[config.mk]
export PLATFORM = sky130hd
export DESIGN_NAME = prog_ctr_seq
export DESIGN_NICKNAME = d
export VERILOG_FILES = /design/src/rtl/prog_ctr_seq.sv
export SDC_FILE = /design/constraint.sdc
export NUM_CORES = 1
export LEC_CHECK = 0
export CAP_MARGIN = 5
export CELL_PAD_IN_SITES_DETAIL_PLACEMENT = 0
export CELL_PAD_IN_SITES_GLOBAL_PLACEMENT = 2
export CORE_MARGIN = 3
export CORE_UTILIZATION = 31
export CTS_CLUSTER_DIAMETER = 150
export CTS_CLUSTER_SIZE = 30
export DETAILED_ROUTE_END_ITERATION = 16
export DONT_BUFFER_PORTS = 1
export HOLD_SLACK_MARGIN = 0.03
export PLACE_DENSITY = 0.76
export SLEW_MARGIN = 40
export SYNTH_ARGS = -nofsm -noshare
export SYNTH_HDL_FRONTEND = slang
export SYNTH_SLANG_ARGS = --single-unit
export TNS_END_PERCENT = 100
[constraint.sdc]
create_clock -name Clk -period 1.8 [get_ports Clk]
set_input_delay 0.09 -clock Clk [delete_from_list [all_inputs] [get_ports Clk]]
set_output_delay 0.09 -clock Clk [all_outputs]
set_load 0.02 [all_outputs]
[src/rtl/prog_ctr_seq.sv]
`default_nettype none
// ============================================================================
// Module   : prog_ctr_seq
// Brief    : Program counter sequencer (IDLE/RUN/DONE) with branches, halt
//            and a saturating run-cycle counter.
// Revision : 1.0 - initial release
// ============================================================================
module prog_ctr_seq #(
    parameter int PC_W  = 10,
    parameter int OFF_W = 8,
    parameter int CNT_W = 16
) (
    input  logic             Clk,
    input  logic             Reset,
    input  logic             CountEn,
    input  logic [PC_W-1:0]  StartAddr,
    input  logic             Halt,
    input  logic             BranchAbs,
    input  logic             BranchRel,
    input  logic             Taken,
    input  logic [PC_W-1:0]  Target,
    input  logic [OFF_W-1:0] Offset,
    output logic [PC_W-1:0]  ProgCtr,
    output logic             Done,
    output logic [CNT_W-1:0] CycleCnt
);

    typedef enum logic [1:0] {
        S_IDLE = 2'd0,
        S_RUN  = 2'd1,
        S_DONE = 2'd2
    } state_t;

    localparam logic [CNT_W-1:0] c_cnt_max = {CNT_W{1'b1}};

    state_t           r_state, w_state_nxt;
    logic [PC_W-1:0]  r_pc, w_pc_nxt;
    logic             r_done, w_done_nxt;
    logic [CNT_W-1:0] r_cnt, w_cnt_nxt;
    logic [PC_W-1:0]  w_off_ext;
    logic [CNT_W-1:0] w_cnt_inc;

    // Sign-extend the relative offset; the add below drops the carry.
    assign w_off_ext = PC_W'($signed(Offset));
    assign w_cnt_inc = (r_cnt == c_cnt_max) ? r_cnt : r_cnt + CNT_W'(1);

    always_ff @(posedge Clk) begin
        if (Reset) begin
            r_state <= S_IDLE;
            r_pc    <= '0;
            r_done  <= 1'b0;
            r_cnt   <= '0;
        end else begin
            r_state <= w_state_nxt;
            r_pc    <= w_pc_nxt;
            r_done  <= w_done_nxt;
            r_cnt   <= w_cnt_nxt;
        end
    end

    always_comb begin
        w_state_nxt = r_state;
        w_pc_nxt    = r_pc;
        w_done_nxt  = r_done;
        w_cnt_nxt   = r_cnt;
        case (r_state)
            S_IDLE: begin
                w_pc_nxt   = StartAddr;
                w_done_nxt = 1'b0;
                if (CountEn) begin
                    w_state_nxt = S_RUN;
                    w_cnt_nxt   = '0;
                end
            end
            S_RUN: begin
                // The halt cycle and the abort cycle both count as RUN cycles.
                w_cnt_nxt = w_cnt_inc;
                if (!CountEn) begin
                    w_state_nxt = S_IDLE;
                    w_pc_nxt    = StartAddr;
                    w_done_nxt  = 1'b0;
                end else if (Halt) begin
                    w_state_nxt = S_DONE;
                    w_done_nxt  = 1'b1;
                end else if (BranchAbs && Taken) begin
                    w_pc_nxt = Target;
                end else if (BranchRel && Taken) begin
                    w_pc_nxt = r_pc + w_off_ext;
                end else begin
                    w_pc_nxt = r_pc + PC_W'(1);
                end
            end
            S_DONE: begin
                if (!CountEn) begin
                    w_state_nxt = S_IDLE;
                    w_done_nxt  = 1'b0;
                    w_pc_nxt    = StartAddr;
                end
            end
            default: begin
                w_state_nxt = S_IDLE;
            end
        endcase
    end

    assign ProgCtr  = r_pc;
    assign Done     = r_done;
    assign CycleCnt = r_cnt;

endmodule
`default_nettype wire

# Word level (Yosys, flattened, before mapping)
# Index checks and enable logic that the tools add are counted.
# totals
register_bits	29
in_bits	35
output_inout_bits	27
wordCells	42
# classes
addsub	3
n_eq_ne	8
n_mux	18
n_reduce_logical	9
# ops
operator	count
2-to-1 mux 10 bit	5
2-to-1 mux 16 bit	2
one-hot mux 16 bit (2 select lines)	1
one-hot mux 10 bit (3 select lines)	1
adder 16 x 1 -> 16 bit, second input constant	1
equality test 16 bit, second input constant	1
AND reduction 3 bit	4
adder 10 x 1 -> 10 bit, second input constant	1
adder 10 bit	1
2-to-1 mux 2 bit	4
!= test 2 bit, second input constant	3
!= test 3 bit, second input constant	2
one-hot mux 2 bit (3 select lines)	1
2-to-1 mux 1 bit	3
one-hot mux 1 bit (3 select lines)	1
nonzero test 3 bit	1
equality test 2 x 1 -> 1 bit, second input constant	1
equality test 2 bit, second input constant	1
logical AND 1 bit	2
logical NOT 2 bit	1
nonzero test 2 bit	1

# Depth between registers and ports, before layout
# logic_depth
word_depth	6
depth_mapped	8
ltp_nobuf	8

# Worst setup path before layout
# No wires, ideal clock.
# synth_path
path_type	register to register
from	reg r_pc[0] (netlist: ProgCtr[0])
to	reg r_pc[8] (netlist: ProgCtr[8])
setup_ns	0.086
t_arrival_ns	1.978
t_required_ns	1.714
slack_ns	-0.263
path_stages_with_launch	8
path_buffers	0
period_less_slack_ns	2.063
path_cell_list	dfxtp_1 > ha_1 > fa_1 > a211o_1 > a21oi_1 > o21ai_0 > xnor2_1 > a211oi_1
# synth_via
elab_chain_cells	6
elab_cells_between_ends	7
cone_classes	add/sub (2); mux (5)
# synth_lines
element	line_no	rtl
start: declaration	37	logic [PC_W-1:0] r_pc, w_pc_nxt;
start signal: assignment	55	r_pc <= w_pc_nxt;
adder 10 x 1 -> 10 bit or adder 10 bit (tied branches)	90, 88	
2-to-1 mux 10 bit (*)	87	end else if (BranchRel && Taken) begin
2-to-1 mux 10 bit (*)	85	end else if (BranchAbs && Taken) begin
2-to-1 mux 10 bit (*)	82	end else if (Halt) begin
2-to-1 mux 10 bit (*)	78	if (!CountEn) begin
one-hot mux 10 bit (3 select lines) (*)	66	case (r_state)
# Every way passes the cells marked *; elsewhere a longest branch is shown, timed or not. The select of a mux whose other input is x is not followed.
# A chain may end at the register's enable or synchronous reset.

# Worst setup path after layout
# Ends and elaborated chain as after synthesis.

==> results.cfg <==
[floorplan]
die_y_um = 85.6
dieArea_mm2 = 0.00733
coreArea_mm2 = 0.00603
die_w_um = 85.6
num_rows = 28
initial_utilization = 0.326
ios = 62

[timing]
slew_viol_final = 0
setup_viol = 2
max_freq_mhz = 542
worstMarginPinSlew_ps = 471
hold_viol = 11
fin_crit_ps = 1850
tns_ps = -82.6
fin_crit_sh = 1.03
rsz0062_at_grt = yes
setup_ws_ps = -45.8
timing.hold.ws_ps = -128
clock_skew_ps = 2.73
relSlewSlack = 0.685

[clock_network]
cts_root_buffer = clkbuf_8
cts_sinks = 29
clk_pin_slew_ps = 70
h-tree-depth = 2
cts_tree = yes
clock_latency_ps = 270
clockBufferDepth = 2
numCtsBuffers = 5
hold_buffers = 3

[grt]
grt_max_degree = 15
grt_first_pass_wirelength_um = 9780
track_usage = 0.167
antenna_found_initial = 0
grt-ovfl-total = 0
grt_pass1_vias = 1931

[place]
dp_hpwl_um = 4450
port_buffers = 0
gp_congestion = 0.853

[critical_path]
cp.arrival_ps = 2040
regToRegEndpoint = ProgCtr[8]
worstPathCellList = ha_4, fa_2, a211o_1, a21oi_2, o21ai_1, xnor2_1, a211oi_1
crit_family = compound AO/OA/AOI/OAI gates
crit_path_max_incr_delay_ps = 370
cp-start-kind = flop
r2r_setup_slack_ps = -50
cp.required_ps = 2000
r2r.worst_path.cells = 7
cp_max_fo = 3
r2r-start = ProgCtr[0]
cpMaxStageDelayCell = fa_2
worstSetupPathType = flop to flop
worst-path-buf-inv = 0
cp-end-kind = flop

[yosys]
synthAdderAreaFrac = 0.0739
netlist_area_mm2 = 0.00196
yosys.area.top_type = dfxtp_1
synthMuxAreaShare = 0.0108
syn_inst = 252
synth_area_leaders = dfxtp_1 30%, ha_1 6.4%, xor2_1 6.2%
ys.flop_type = dfxtp_1
netlist_top_cells_count = 29 x dfxtp_1, 29 x nor2_1, 23 x nand2_1, 19 x a21oi_1, 14 x xor2_1
ys_seq_area_frac = 0.296
ys_ff_latch = 29
synth-edff-count = 0
synthArstFlopShare = 0
synth-compound-area-share = 0.240
syn_nets = 298
synthDominantCellAreaShare = 0.296
ys_warn_count = 0
ys_types = 47
synthXorXnorAreaFrac = 0.0803
postSynthAreaPerCell_um2 = 7.80
synth_top_family_by_area = simple AND/OR/NAND/NOR gates
yosys.area_share.simple = 0.264

[route]
routed.top_layer = met4
antenna_left = 0
wl_um = 5860
met3WireLength_um = 398
firstDrtPassIters = 4
via_count = 1903
met2_length_um = 2530
via_per_inst = 5.23
first_iter_violations = 103
post-route-drc-count = 0
wl_per_cell_um = 16.1
m1WireLength_um = 2900

[worst_hold_path]
min_path_type = input port to flop
min_path_cells = 1
hp-start = Reset
holdPathEnd = ProgCtr[0]

[outcome]
outcome = finished, violations left
violations = hold timing, setup timing

[final_layout]
antenna_cells = 0
regArea_um2 = 586
post-route-util = 0.405
fillers = 664
syn_to_final_growth_pct = 24.3
nNetsFinal = 334
drive_gt1_frac = 0.201
multi_input_area_mm2 = 0.00134

[pwr]
power.density_mw_per_mm2 = 633
p_leak_uw = 0.00104
peakVddDrop_mv = 0.321

[run]
maxCapViolCount = 0
layout by cell type, fill, tap and decap left out, drive strengths merged, types with 2 or more instances in the layout:
master and instances:
o21a 3, clkbuf 6, nor2 29, inv 2
nand2 23, o21bai 3, dlygate4sd3 3, o211ai 6
ha 10, xor2 14, nand2b 2, nand3b 2
a21o 6, and3 10, a211o 2, nor4 2
clkinv 2, a22oi 2, a211oi 6, nand3 11
o21ai 17, nor3 8, and4 2, buf 38
a31oi 3, nand4 6, dfxtp 29, and2 5
a21oi 19, o2111ai 2, xnor2 4
how the worst max path moves through the flow:
stage / depth (start not counted) / startpoint / slack, ps / to
2_1_floorplan: 7 / ProgCtr[0] / 5 / ProgCtr[8]
6_report: 7 / ProgCtr[0] / -50 / ProgCtr[8]
4_1_cts: 7 / ProgCtr[0] / -70 / ProgCtr[8]
5_1_grt: 7 / ProgCtr[0] / -140 / ProgCtr[8]
3_3_place_gp: 7 / ProgCtr[0] / -50 / ProgCtr[8]
3_5_place_dp: 7 / ProgCtr[0] / -60 / ProgCtr[8]
per-layer routing:
metal | up-vias | GRT usage
li1 | 991 | -
met1 | 868 | 0.231
met2 | 42 | 0.251
met5 | - | 0
met4 | 0 | 0.0417
met3 | 2 | 0.0528
power by group:
group	switching, µW	internal [µW]
Combinational	179	149
Sequential	21.4	666
Clock	263	268
repair_timing:
item,4_1_cts,5_1_grt
gates resized for setup,0,5
endpoints found under the setup margin,2,8
hold endpoints to repair,14,11
pin swaps,1,1
buffers inserted,0,1
worst reg2reg max path: stages (launching register included):
cell and delay [ps]:
dfxtp_4 350, ha_4 160, fa_2 370, a211o_1 290, a21oi_2 190, o21ai_1 90, xnor2_1 130, a211oi_1 180
area by class of cell:
class	instances	share of cell area
Multi-Input combinational cell	209	0.550
Sequential cell	29	0.240
Timing Repair Buffer	41	0.134
Tap cell	75	0.0384
Clock buffer	6	0.0297
Clock inverter	2	0.00410
Inverter	2	0.00308
stage by stage:
step	power (µW)	std cells	area [µm²]	setup slack [ps]	hold slack, ps
after floorplan	927	252	1990	4.63	169
after global placement	1020	352	2310	-48.1	160
after detailed placement	1020	352	2310	-59.9	160
after CTS	1560	363	2420	-65.7	-146
after global routing	1640	364	2440	-141	-145
final	1550	364	2440	-45.8	-128
state kept, by name (all words and copies together) (netlist names):
| name | cells |
|---|---|
| CycleCnt | 16 |
| Done | 1 |
| ProgCtr | 10 |
| r_state | 2 |
kinds of logic (layout without fill, tap and decap cells):
family          after synthesis  count (layout)
simple gates                105             105
compound gates               73              73
flops                        29              29
xor+xnor                     18              18
buf+inv                      14              51
fa+ha+maj                    11              11
mux                           2               2
Power figures use the tool's default switching activity.
